### src/rtl/mul_accumulator.sv
// mul_accumulator: sums fixed-length groups of LEN unsigned products taken
// over a valid/ready handshake and presents each group total on a held,
// handshaked result register.
//
// Build option: define MAC_SAT_EN to clamp the accumulator at 2^ACC_W-1 on
// carry out. Otherwise the sum wraps modulo 2^ACC_W. In both builds a carry
// out sets the sticky ovf flag.
//
// Note: the reset port is called rst_n for compatibility with the surrounding
// datapath, but it is asynchronous and active-high.
module mul_accumulator #(
  parameter int PROD_W = 8,
  parameter int ACC_W  = 16,
  parameter int LEN    = 4
) (
  input  logic              clk,
  input  logic              rst_n,
  input  logic [PROD_W-1:0] prod,
  input  logic              prod_valid,
  output logic              prod_ready,
  input  logic              clear,
  output logic [ACC_W-1:0]  acc_out,
  output logic              acc_valid,
  input  logic              acc_ready,
  output logic [7:0]        count,
  output logic              ovf
);

  typedef enum logic [0:0] {
    ST_ACC  = 1'b0,
    ST_HOLD = 1'b1
  } state_t;

  // Count value at which the next accept completes the group.
  localparam logic [7:0] LAST_CNT = 8'(LEN - 1);

  state_t             state_r;
  state_t             state_next_s;
  logic [ACC_W-1:0]   acc_r;
  logic [ACC_W-1:0]   acc_next_s;
  logic [7:0]         count_r;
  logic [7:0]         count_next_s;
  logic [ACC_W-1:0]   acc_out_r;
  logic [ACC_W-1:0]   acc_out_next_s;
  logic               acc_valid_r;
  logic               acc_valid_next_s;
  logic               ovf_r;
  logic               ovf_next_s;
  logic               ready_r;
  logic               ready_next_s;

  logic               accept_s;
  logic [ACC_W:0]     sum_s;
  logic               carry_s;
  logic [ACC_W-1:0]   add_res_s;

  // Widened add so the carry out of bit ACC_W-1 is visible.
  always_comb begin
    sum_s   = {1'b0, acc_r} + {{(ACC_W + 1 - PROD_W){1'b0}}, prod};
    carry_s = sum_s[ACC_W];
  end

  // Apply the overflow policy to the raw sum.
  always_comb begin
`ifdef MAC_SAT_EN
    if (carry_s) begin
      add_res_s = {ACC_W{1'b1}};
    end else begin
      add_res_s = sum_s[ACC_W-1:0];
    end
`else
    add_res_s = sum_s[ACC_W-1:0];
`endif
  end

  // A product is taken only when it is offered and the block is collecting.
  always_comb begin
    accept_s = prod_valid && ready_r;
  end

  // Next-state and datapath update; clear overrides accept and handshake.
  always_comb begin
    state_next_s     = state_r;
    acc_next_s       = acc_r;
    count_next_s     = count_r;
    acc_out_next_s   = acc_out_r;
    acc_valid_next_s = acc_valid_r;
    ovf_next_s       = ovf_r;
    if (clear) begin
      state_next_s     = ST_ACC;
      acc_next_s       = {ACC_W{1'b0}};
      count_next_s     = 8'd0;
      acc_valid_next_s = 1'b0;
      ovf_next_s       = 1'b0;
    end else begin
      case (state_r)
        ST_ACC: begin
          if (accept_s) begin
            ovf_next_s = ovf_r | carry_s;
            if (count_r == LAST_CNT) begin
              acc_out_next_s   = add_res_s;
              acc_valid_next_s = 1'b1;
              acc_next_s       = {ACC_W{1'b0}};
              count_next_s     = 8'd0;
              state_next_s     = ST_HOLD;
            end else begin
              acc_next_s   = add_res_s;
              count_next_s = count_r + 8'd1;
            end
          end else begin
            state_next_s = ST_ACC;
          end
        end
        ST_HOLD: begin
          if (acc_ready) begin
            acc_valid_next_s = 1'b0;
            ovf_next_s       = 1'b0;
            state_next_s     = ST_ACC;
          end else begin
            state_next_s = ST_HOLD;
          end
        end
        default: begin
          state_next_s = ST_ACC;
        end
      endcase
    end
  end

  // prod_ready is a registered decode of the upcoming state, so it is low
  // during reset and has no path from prod_valid or acc_ready.
  always_comb begin
    ready_next_s = (state_next_s == ST_ACC);
  end

  // State register.
  always_ff @(posedge clk or posedge rst_n) begin
    if (rst_n) begin
      state_r <= ST_ACC;
    end else begin
      state_r <= state_next_s;
    end
  end

  // Datapath and output registers.
  always_ff @(posedge clk or posedge rst_n) begin
    if (rst_n) begin
      acc_r       <= {ACC_W{1'b0}};
      count_r     <= 8'd0;
      acc_out_r   <= {ACC_W{1'b0}};
      acc_valid_r <= 1'b0;
      ovf_r       <= 1'b0;
      ready_r     <= 1'b0;
    end else begin
      acc_r       <= acc_next_s;
      count_r     <= count_next_s;
      acc_out_r   <= acc_out_next_s;
      acc_valid_r <= acc_valid_next_s;
      ovf_r       <= ovf_next_s;
      ready_r     <= ready_next_s;
    end
  end

  assign prod_ready = ready_r;
  assign acc_out    = acc_out_r;
  assign acc_valid  = acc_valid_r;
  assign count      = count_r;
  assign ovf        = ovf_r;

endmodule

### config.mk
export PLATFORM = sky130hd
export DESIGN_NAME = mul_accumulator
export DESIGN_NICKNAME = d
export VERILOG_FILES = /design/src/rtl/mul_accumulator.sv
export SDC_FILE = /design/constraint.sdc
export NUM_CORES = 1
export LEC_CHECK = 0
export CORE_ASPECT_RATIO = 1.5
export CORE_UTILIZATION = 40
export DETAILED_ROUTE_END_ITERATION = 16
export PLACE_DENSITY = 0.66
export SLEW_MARGIN = 10
export SYNTH_ARGS = -nofsm -noshare
export SYNTH_HDL_FRONTEND = slang
export SYNTH_SLANG_ARGS = --single-unit
### constraint.sdc
create_clock -name clk -period 3.55 [get_ports clk]
set_clock_uncertainty 0.05 [all_clocks]
set_input_delay 0.71 -clock clk [delete_from_list [all_inputs] [get_ports clk]]
set_output_delay 0.71 -clock clk [all_outputs]
set_load 0.05 [all_outputs]
# [Yosys cells after proc, flatten, opt, wreduce, memory -nomap -nowiden]
# Index checks and enable logic that the tools add are counted.
[op_classes] n_addsub=2 eq_ne=5 muxes=21 bitwise=4 reduce_logical=6
[op_table] operator="16-bit two-way mux" count=4
[op_table] operator="8-bit two-way mux" count=4
[op_table] operator="16-bit by 8-bit adder with 17-bit output" count=1
[op_table] operator="1-bit two-way mux" count=10
[op_table] operator="3-bit != test, second input constant" count=3
[op_table] operator="8-bit by 1-bit adder with 8-bit output, second input constant" count=1
[op_table] operator="8-bit by 2-bit == test with 1-bit output, second input constant" count=1
[op_table] operator="1-bit one-hot mux with 2 select lines" count=3
[op_table] operator="2-bit AND reduction" count=2
[op_table] operator="4-bit AND reduction" count=1
[op_table] operator="1-bit NOT" count=3
[op_table] operator="3-bit AND reduction" count=1
[op_table] operator="2-bit != test, second input constant" count=1
[op_table] operator="2-bit nonzero test" count=1
[op_table] operator="1-bit logical AND" count=1
[op_table] operator="1-bit bitwise OR" count=1
[word_totals] reg_bits=44 in_bits=13 out_inout_bits=27 wordCells=45

# [Depth between registers and ports, before layout]
[depth] ltp_word=6 depth_mapped=7

# [Worst setup path after synthesis]
# No wires, ideal clock.
[synth_path] path_type="input -> register" from="in prod[0]" to="reg acc_out_r[8], in the netlist acc_out[8]" setup_time_ns=0.125 arrival_ns=2.195 t_required_ns=3.375 slack_ns=1.180 path_stages=7 path_buffers=0 path_cell_list="ha_1 -> fa_1 -> a211oi_1 -> o211ai_1 -> nand2_1 -> xnor2_1 -> mux2_2"
[synth_between] elab_chain_len=1
[synth_rtl] element="from (decl)" line="18" rtl="input logic [PROD_W-1:0] prod,"
[synth_rtl] element="16-bit by 8-bit adder with 17-bit output" line="59" rtl="sum_s = {1'b0, acc_r} + {{(ACC_W + 1 - PROD_W){1'b0}}, prod};"
[synth_rtl] element="to (signal assigned)" line="150" rtl="acc_out_r <= {ACC_W{1'b0}};"
[synth_rtl] element="to (signal assigned)" line="157" rtl="acc_out_r <= acc_out_next_s;"
[synth_rtl] element="to (decl)" line="43" rtl="logic [ACC_W-1:0] acc_out_r;"
# No other way between the ends.
# A chain may end at the register's enable or synchronous reset.

# [Final worst setup path]
[layout_path] from="in prod[0]" to="reg acc_out_r[14], in the netlist acc_out[14]"
# The elaborated chain is that of the path after synthesis.

==> out/results.tsv <==
stage	metric	value	unit
grt	wire length of the first global-routing pass	8.63	mm
finish	share of final-layout standard cells stronger than drive strength 1	6.32	%
route	number of violations reported at the end of detailed-routing iteration 0	59	
placed_design	count of port buffers added during placement	39	
floorplan	count of standard-cell rows	33	
timing	Relative slew margins	33.6	%
critical_path	arrival time of data at the critical path endpoint	2.78	ns
clock_tree	H-Tree Level Count	2	
clock_tree	post-CTS resize count	0	
placed_design	final weighted congestion in routability-driven placement	0.862	
clock_tree	cell at the root of the clock tree	sky130_fd_sc_hd__clkbuf_8	
yosys	number of library cell types mapped by synthesis	44	
yosys	sequential share of the synthesized area	47.3	%
timing	setup repair after global routing missed its margin	no	
yosys	async set-reset flop share out of synthesis	100	%
grt	overflow left after global routing	0	
yosys	warnings from Yosys	0	
floorplan	number of top-level design ports	40	
floorplan	Die Y	95.4	µm
pwr	IR Drop Worst-Case VDD	0.304	mV
finish	leading cell type in the layout, fill and taps excluded	sky130_fd_sc_hd__dfrtp_1	
placed_design	pre-CTS setup slack	0.586	ns
finish	total inserted antenna cells	0	
placed_design	post-detail-place hpwl	3.62	mm
yosys	number of synthesized flops with an enable pin	0	
yosys	flops & latches, synth	44	
critical_path	startpoint types	input pin	
clock_tree	TritonCTS clock tree	done	
critical_path	peak fanout along the critical path	5	
floorplan	total die area	6130	µm²
critical_path	largest stage delay on the critical path	0.43	ns
critical_path	critical path's slowest cell	sky130_fd_sc_hd__fa_1	
route	total via count in the routed design	1919	
yosys	average cell area after synthesis	9.58	µm²
timing	Final Hold Viols	0	
timing	maximum frequency from static timing analysis	377	MHz
run_status	result of the run	finished clean	
yosys	Post-Syn Area	2330	µm²
floorplan	Die Width	64.3	µm
timing	WHS	0.420	ns
floorplan	core outline area	5530	µm²
clock_tree	clock slew seen by the registers of the worst setup and hold paths	0.08	ns
pwr	power per unit of standard cell area	482	nW/µm²
clock_tree	Max clock buf depth	2	
grt	number of global-route vias before repair	1895	
worst_hold_path	worst hold-check path type	reg -> reg	
clock_tree	worst-skew pair later-pin latency	0.30	ns
pwr	post-layout power	1380	µW
critical_path	element type at the critical path end	flip-flop	
finish	area growth from synthesis to final layout	23.3	%
finish	layout net count	308	
floorplan	effective utilization at floorplan	42.1	%
clock_tree	Post-CTS Hold Fix Bufs	0	
grt	combined global-route utilization of all metal layers	18.5	%
finish	commonest cells after routing, fill and taps aside	sky130_fd_sc_hd__dfrtp_1 (44), sky130_fd_sc_hd__clkdlybuf4s50_1 (39), sky130_fd_sc_hd__nand2_1 (34)	
timing	shortest clock period the worst path allows after layout	2.65	ns
grt	pin count of the biggest net entering global routing	30	
clock_tree	clock buffer count from CTS	5	
route	total DRC errors in the routed layout	0	
clock_tree	CTS sink count	44	
critical_path	Crit Path Class	in -> reg	
timing	Max Slew Vio Count	0	
timing	worst setup slack after layout	0.897	ns
timing	final cycle utilization of the critical path	74.7	%
pwr	leakage dissipation	0.00122	µW
route	first-pass detailed-route iteration total	5	
critical_path	critical-path cell list	clkdlybuf4s50_1 > ha_1 > fa_1 > a211oi_1 > o211ai_1 > nand4_1 > xor2_1 > a21oi_1	
grt	initial antenna violation count	0	
timing	actual transition at the worst max-transition pin	0.992	ns
clock_tree	number of setup buffers added after CTS	0	
route	post-detailed-route wirelength per cell	14.1	µm
yosys	most used flip-flop cell after synthesis	sky130_fd_sc_hd__dfrtp_1	
route	remaining antenna violation count after routing	0	
yosys	Cells after Synth	243	
route	per-cell via count in the routed design	5.41	
yosys	Mapped Nets	266	
critical_path	WP data required	3.68	ns
route	total routed wirelength	5.00	mm
finish	fillers	531	
job	reported max-cap violation count	0	
timing	final total negative setup slack	0	ns
timing	count of final setup violators	0	
metal layers:
layer  share of wire (%)  track usage [%]
met4                 1.9             6.30
met5                   0                0
met2                  50             30.9
met3                 4.1             4.55
met1                  44             23.2
flip-flops by register name (all words and copies together), names as in the netlist:
register,count
acc_out,16
acc_r,16
count,8
acc_valid,1
ovf,1
prod_ready,1
state_r,1
synth_stat cells (2+ instances only):
master                     number  area share, %
sky130_fd_sc_hd__inv_1          7            1.1
sky130_fd_sc_hd__or3_1          5            1.3
sky130_fd_sc_hd__o31ai_1        4            1.3
sky130_fd_sc_hd__o211ai_1       5            1.6
sky130_fd_sc_hd__a21oi_1       22            4.7
sky130_fd_sc_hd__xnor2_1       11            4.1
sky130_fd_sc_hd__mux2_2         2           0.97
sky130_fd_sc_hd__o21ai_0       21            4.5
sky130_fd_sc_hd__nor2_1        16            2.6
sky130_fd_sc_hd__and3_1         2           0.54
sky130_fd_sc_hd__nand2b_1       3           0.81
sky130_fd_sc_hd__nand3_1        7            1.5
sky130_fd_sc_hd__a211oi_1       2           0.64
sky130_fd_sc_hd__clkbuf_1       3           0.48
sky130_fd_sc_hd__o21ai_1        3           0.64
sky130_fd_sc_hd__nand2_1       34            5.5
sky130_fd_sc_hd__nand4_1        3           0.81
sky130_fd_sc_hd__ha_1           9            4.8
sky130_fd_sc_hd__buf_2          2           0.43
sky130_fd_sc_hd__nor4_1         3           0.81
sky130_fd_sc_hd__dfrtp_1       44             47
sky130_fd_sc_hd__nor3_1         5            1.1
sky130_fd_sc_hd__xor2_1         5            1.9
sky130_fd_sc_hd__a22o_1         3            1.1
sky130_fd_sc_hd__a21o_1         3           0.97
worst paths after layout:
| path | depth (start not counted) | from | endpoint | slack [ns] |
|---|---|---|---|---|
| max reg2reg | 6 | count[0] | acc_r[13] | 1.10 |
| max in group asynchronous | 3 | rst_n | acc_out[12] | 2.09 |
| min in group asynchronous | 2 | rst_n | count[0] | 0.65 |
| min | 2 | acc_out[0] | acc_out[0] | 0.42 |
| min reg2reg | 2 | acc_out[0] | acc_out[0] | 0.42 |
| max | 8 | prod[0] | acc_out[14] | 0.90 |
power breakdown:
group	total [µW]	internal [µW]	leakage, µW	switching, µW
clock	297	134	0.0000410	163
combinational	484	172	0.000589	311
sequential	602	562	0.000593	39.6
per-stage QoR:
stage	std cells	instance area, µm²	utilization [%]
global placement	348	2790	50.5
floorplan	243	2330	-
detailed placement	348	2790	50.5
CTS	355	2870	51.9
global route	355	2870	51.9
finish	355	2870	51.9
critical path: cells and delay by family:
family	cells	cell delay [ns]
AOI/OAI and AO/OA	3	0.59
xor gates and xnor gates	1	0.17
adders and majority gates	2	0.67
buffers and inverters	1	0.41
and+or+nand+nor	1	0.23
final cells by class:
class,count,area (µm²),share of cell area (%)
Clock inverter,1,5.00,0.174
Timing Repair Buffer,43,420,14.7
Clock buffer,6,72.6,2.53
Inverter,7,26.3,0.916
Sequential cell,44,1100,38.4
Tap cell,70,87.6,3.05
Multi-Input combinational cell,184,1160,40.3
kinds of logic after synthesis:
| family | after synthesis | share of synthesized area [%] |
|---|---|---|
| AOI/OAI and AO/OA | 70 | 18.7 |
| xor gates and xnor gates | 16 | 6.02 |
| adders and majority gates | 10 | 5.70 |
| buffers and inverters | 15 | 3.01 |
| DFF | 44 | 47.3 |
| muxes | 2 | 0.968 |
| and+or+nand+nor | 86 | 18.3 |
Note: power is estimated with default switching activity, not from simulation.
